<file path="src/rtl/pkt_client_csr.sv">
// Avalon-MM CSR block for the packet client: scratch, control, packet count, status, TX counter.
// Build option PKT_CLIENT_CSR_WRRESP_EN enables the write-response channel.
module pkt_client_csr (
    input  logic        i_clk,
    input  logic        i_rst,
    input  logic [7:0]  avmm_address,
    input  logic        avmm_write,
    input  logic        avmm_read,
    input  logic [31:0] avmm_writedata,
    input  logic [3:0]  avmm_byteenable,
    input  logic        avmm_burstcount,
    output logic        avmm_waitrequest,
    output logic [31:0] avmm_readdata,
    output logic        avmm_readdatavalid,
    output logic [1:0]  avmm_response,
    output logic        avmm_writeresponsevalid,
    output logic        o_start,
    output logic        o_loopback_en,
    output logic [31:0] o_pkt_num,
    input  logic        i_busy,
    input  logic        i_done,
    input  logic        i_tx_pkt
);

    typedef enum logic [1:0] {ST_IDLE, ST_ACK, ST_RESP} state_t;

    state_t      r_state;
    state_t      w_state_nxt;
    logic        r_is_wr;
    logic [5:0]  r_addr;
    logic [31:0] r_wdata;
    logic [3:0]  r_be;

    logic [31:0] r_scratch;
    logic        r_loopback;
    logic [31:0] r_pkt_num;
    logic        r_done;
    logic [31:0] r_tx_cnt;
    logic        r_start;

    logic [31:0] r_rdata;
    logic        r_rdvalid;
    logic [1:0]  r_resp;

    logic        w_accept;
    logic        w_mapped;
    logic        w_wr_fire;
    logic [31:0] w_mask;
    logic        w_cnt_clr;
    logic        w_start_set;
    logic        w_done_w1c;
    logic [31:0] w_rd_mux;
    logic        w_unused;

    assign w_unused = ^{avmm_burstcount, avmm_address[1:0]};

    always_comb begin
        w_state_nxt = r_state;
        case (r_state)
            ST_IDLE: if (avmm_write || avmm_read) w_state_nxt = ST_ACK;
            ST_ACK:  w_state_nxt = ST_RESP;
            default: w_state_nxt = ST_IDLE;
        endcase
    end

    assign w_accept    = (r_state == ST_ACK);
    assign w_mapped    = (r_addr <= 6'd4);
    assign w_wr_fire   = w_accept && r_is_wr && w_mapped;
    assign w_mask      = {{8{r_be[3]}}, {8{r_be[2]}}, {8{r_be[1]}}, {8{r_be[0]}}};
    assign w_cnt_clr   = w_wr_fire && (r_addr == 6'd1) && r_be[0] && r_wdata[2];
    assign w_start_set = w_wr_fire && (r_addr == 6'd1) && r_be[0] && r_wdata[0];
    assign w_done_w1c  = w_wr_fire && (r_addr == 6'd3) && r_be[0] && r_wdata[1];

    always_comb begin
        w_rd_mux = 32'hDEADBEEF;
        case (r_addr)
            6'd0:    w_rd_mux = r_scratch;
            6'd1:    w_rd_mux = {30'd0, r_loopback, 1'b0};
            6'd2:    w_rd_mux = r_pkt_num;
            6'd3:    w_rd_mux = {30'd0, r_done, i_busy};
            6'd4:    w_rd_mux = r_tx_cnt;
            default: w_rd_mux = 32'hDEADBEEF;
        endcase
    end

    always_ff @(posedge i_clk) begin
        if (i_rst) r_state <= ST_IDLE;
        else       r_state <= w_state_nxt;
    end

    // Write wins over a simultaneous read: the read is simply dropped.
    always_ff @(posedge i_clk) begin
        if (i_rst) begin
            r_is_wr <= 1'b0;
            r_addr  <= 6'd0;
            r_wdata <= 32'd0;
            r_be    <= 4'd0;
        end else if (r_state == ST_IDLE && (avmm_write || avmm_read)) begin
            r_is_wr <= avmm_write;
            r_addr  <= avmm_address[7:2];
            r_wdata <= avmm_writedata;
            r_be    <= avmm_byteenable;
        end
    end

    always_ff @(posedge i_clk) begin
        if (i_rst) begin
            r_scratch  <= 32'd0;
            r_loopback <= 1'b0;
            r_pkt_num  <= 32'd0;
            r_done     <= 1'b0;
            r_tx_cnt   <= 32'd0;
            r_start    <= 1'b0;
        end else begin
            if (w_wr_fire && r_addr == 6'd0)
                r_scratch <= (r_scratch & ~w_mask) | (r_wdata & w_mask);
            if (w_wr_fire && r_addr == 6'd2)
                r_pkt_num <= (r_pkt_num & ~w_mask) | (r_wdata & w_mask);
            if (w_wr_fire && r_addr == 6'd1 && r_be[0])
                r_loopback <= r_wdata[1];
            r_start <= w_start_set;
            // A new done event outranks a concurrent clear.
            r_done  <= i_done | (r_done & ~w_done_w1c);
            if (w_cnt_clr)
                r_tx_cnt <= 32'd0;
            else if (i_tx_pkt && r_tx_cnt != 32'hFFFF_FFFF)
                r_tx_cnt <= r_tx_cnt + 32'd1;
        end
    end

    always_ff @(posedge i_clk) begin
        if (i_rst) begin
            r_rdata   <= 32'd0;
            r_rdvalid <= 1'b0;
            r_resp    <= 2'b00;
        end else begin
            r_rdata   <= 32'd0;
            r_rdvalid <= 1'b0;
            r_resp    <= 2'b00;
            if (w_accept) begin
                r_resp <= w_mapped ? 2'b00 : 2'b10;
                if (!r_is_wr) begin
                    r_rdvalid <= 1'b1;
                    r_rdata   <= w_rd_mux;
                end
            end
        end
    end

`ifdef PKT_CLIENT_CSR_WRRESP_EN
    logic r_wrvalid;
    always_ff @(posedge i_clk) begin
        if (i_rst) r_wrvalid <= 1'b0;
        else       r_wrvalid <= w_accept && r_is_wr;
    end
    assign avmm_writeresponsevalid = r_wrvalid;
`else
    assign avmm_writeresponsevalid = 1'b0;
`endif

    assign avmm_waitrequest   = (r_state != ST_ACK);
    assign avmm_readdata      = r_rdata;
    assign avmm_readdatavalid = r_rdvalid;
    assign avmm_response      = r_resp;
    assign o_start            = r_start;
    assign o_loopback_en      = r_loopback;
    assign o_pkt_num          = r_pkt_num;

endmodule

</file>
<file path="config.mk">
export PLATFORM = sky130hd
export DESIGN_NAME = pkt_client_csr
export DESIGN_NICKNAME = d
export VERILOG_FILES = /design/src/rtl/pkt_client_csr.sv
export SDC_FILE = /design/constraint.sdc
export NUM_CORES = 1
export LEC_CHECK = 0
export CAP_MARGIN = 10
export CORE_ASPECT_RATIO = 0.5
export CORE_MARGIN = 3
export CORE_UTILIZATION = 50
export CTS_CLUSTER_DIAMETER = 50
export DETAILED_ROUTE_END_ITERATION = 8
export DONT_BUFFER_PORTS = 1
export PLACE_DENSITY = 0.68
export SLEW_MARGIN = 40
export SYNTH_ARGS = -nofsm -noshare
export SYNTH_HDL_FRONTEND = slang
export SYNTH_SLANG_ARGS = --single-unit
export TNS_END_PERCENT = 10
</file>
<file path="constraint.sdc">
create_clock -name i_clk -period 2.05 [get_ports i_clk]
set_input_delay 0.3075 -clock i_clk [delete_from_list [all_inputs] [get_ports i_clk]]
set_output_delay 0.3075 -clock i_clk [all_outputs]
set_load 0.05 [all_outputs]
</file>
==> results.yml <==
clock_tree:
  cts.repair_timing.setup_buffer_count: 0
  cts_htree_levels: 4
  tritoncts: "yes"
  cts_num_sinks: 178
  clk_latency_ns: 0.42
  number_of_buffers_inserted_during_clock_tree_synthesis: 17
  clk_pin_slew_worst_paths_ns: 0.07
  root_buffer: "clkbuf_16"
  clock_path_buffers: 2
synth:
  post_synth_num_cell_types: 54
  seq_area_frac_synth: 0.510
  avg_cell_area_syn_um2: 8.22
  synth_top_cell_area_share: 0.510
  ys.warnings.count: 0
  synth-async-reset-ratio: 0
  syn_inst: 850
  syn-cell-area_um2: 6990
  synthDominantAreaCellType: "dfxtp_1"
  postSynthRegisterBits: 178
  ys_dominant_reg_cell: "dfxtp_1"
  synth.area.top_cells: "dfxtp_1, a21oi_1, nand2_1, nand3_1, a221oi_1"
  number_of_enable_flip_flop_cells_after_synthesis: 0
sta:
  min_period_over_period: 0.942
  min_period_ns: 1.93
  finalHoldViolCount: 0
  achievable-frequency_mhz: 518
  finalHoldWorstSlack_ns: 0.0127
  clock-skew-final_ns: 0.0133
  maxSlewHeadroom: 0.557
  final_max_slew_viol_count: 0
  finalSetupViolCount: 0
  worst-slew-pin-transition_ns: 0.663
  rsz0062_at_grt: "true"
detailed_routing:
  postRouteWirelength_um: 19400
  num_vias: 6473
  postRouteAntennaNets: 0
  wire_per_inst_um: 17.9
  drc: 0
  drt_pass1_iterations: 7
  dr.first_iter.drc_count: 644
  drt-vias-per-instance: 5.97
cells_and_area:
  layout.cell_area.non_filler_um2: 8300
  finalCoreUtilization: 0.630
  syn_to_final_growth_pct: 18.8
  layout-drive-gt1-share: 0.118
  multi_input_comb_area_um2: 3170
  final_net_count: 938
  most-common-layout-cells: "nand2_1, dfxtp_1, a21oi_1, nand3_1, buf_4"
  most_common_cell_after_layout_fill_and_taps_aside: "nand2_1"
  antenna-diode-count: 0
  nFillCells: 1145
  seq_area_um2: 3560
worst_setup_path:
  required_ns: 2.35
  startpoint_class: "register"
  endpoint_kind: "register"
  critical_path_fanouts_max: 18
  worstPathArrival_ns: 2.23
  classification_of_the_worst_setup_path: "reg -> reg"
floorplan:
  design.core.area_um2: 13200
  fp.dieH_um: 89.6
  die_area_um2: 15500
  boundaryPins: 123
  row_count: 29
  die_width_um: 173
  floorplan.initialDensity: 0.531
grt:
  grt_pass1_wl_um: 31200
  first_global_vias: 6046
  antenna_found_initial: 0
  leftover_overflow_at_the_end_of_global_routing: 0
  pin_count_of_the_biggest_net_entering_global_routing: 91
  gr-usage-all-layers: 0.253
placement:
  placedInstanceArea_um2: 7430
  gp_congestion: 0.839
  numPortBuffers: 0
  place.detailed.hpwl_um: 13300
pwr:
  powerDensity_nw_per_um2: 925
  switching_share: 0.265
  share_comb_of_total_power: 0.092
  p_leak_nw: 2.87
  power.clock.fraction: 0.422
  vdd_drop_max_uv: 528
  power.net_switching_mw: 2.03
  p_int_mw: 5.65
  sequentialPowerShare: 0.486
run:
  cap_violations: 0
status:
  status: "finished clean"
min_path:
  timing.hold.worst.class: "in -> reg"
cell usage after synthesis (8+ instances only):
| master | number |
|---|---|
| or3_1 | 18 |
| a21oi_1 | 154 |
| a222oi_1 | 8 |
| o21ai_0 | 9 |
| nand2_1 | 199 |
| a221oi_1 | 23 |
| nand4_1 | 12 |
| nand3_1 | 74 |
| buf_2 | 9 |
| dfxtp_1 | 178 |
| inv_1 | 8 |
| or4_1 | 9 |
| o21ai_1 | 9 |
| nor2_1 | 26 |
| clkbuf_1 | 45 |
metal layers:
| metal | GRT usage | vias up | wire length, um |
|---|---|---|---|
| li1 | - | 3084 | - |
| met1 | 0.323 | 3062 | 8270 |
| met2 | 0.422 | 297 | 8880 |
| met3 | 0.0814 | 30 | 2010 |
| met4 | 0.0742 | 0 | 270 |
| met5 | 0 | - | 0 |
cells by family (layout without fill, tap and decap cells):
kind of cell    count (synthesis)  after routing  share of synthesized area
compound gates                227            227                      0.193
xor+xnor                        6              6                    0.00752
fa+ha+maj                       1              1                    0.00179
buf+inv                        70            117                     0.0435
flops                         178            178                      0.510
mux                             1              1                    0.00143
other cells                     1              2                   0.000536
simple gates                  366            366                      0.243
area by class of cell:
| class | count | share of cell area |
|---|---|---|
| Tap cell | 186 | 0.0280 |
| Clock inverter | 13 | 0.0178 |
| Clock buffer | 19 | 0.0521 |
| Timing Repair Buffer | 77 | 0.0877 |
| Sequential cell | 178 | 0.429 |
| Multi-Input combinational cell | 603 | 0.381 |
| Inverter | 8 | 0.00362 |
path summary, 6_finish.rpt:
kind | start | end | slack (ns) | depth (start not counted)
worst max-delay path | r_addr[5]$_SDFFE_PP0P_ | register | 0.12 | 6
worst min-delay path | i_done | r_done$_SDFF_PP0_ | 0.01 | 2
worst min register to register | register | register | 0.46 | 2
worst max register to register | r_addr[5]$_SDFFE_PP0P_ | register | 0.12 | 6
stage by stage:
stage	power, mW	TNS (ns)	setup slack (ns)	std cells
after floorplan	4.21	0	0.120	851
after global placement	4.40	0	0.0404	1028
after detailed placement	4.41	0	0.0181	1028
after CTS	7.69	0	0.00879	1084
after global routing	7.95	-0.0863	-0.0439	1084
final	7.68	0	0.119	1084
power by group through the flow:
stage,clock network [mW],registers (mW),logic (mW)
2_1_floorplan,0,3.76,0.450
4_1_cts,3.27,3.73,0.688
5_1_grt,3.43,3.74,0.774
6_report,3.24,3.73,0.704
3_3_place_gp,0,3.80,0.592
3_5_place_dp,0,3.81,0.602
critical path, cell delays in order, from the launching register on:
cell	delay, ns
dfxtp_1	0.31
or4_4	0.57
nor4_4	0.27
buf_6	0.22
nand2_1	0.20
nand2_1	0.16
a21oi_1	0.07
repair_timing:
| action | in CTS | in global routing |
|---|---|---|
| hold buffers | 24 | 0 |
| pin swaps | 0 | 2 |
| hold endpoints to repair | 113 | 0 |
| endpoints found under the setup margin | 7 | 88 |
| gates resized for setup | 4 | 9 |
Power figures use the tool's default switching activity.
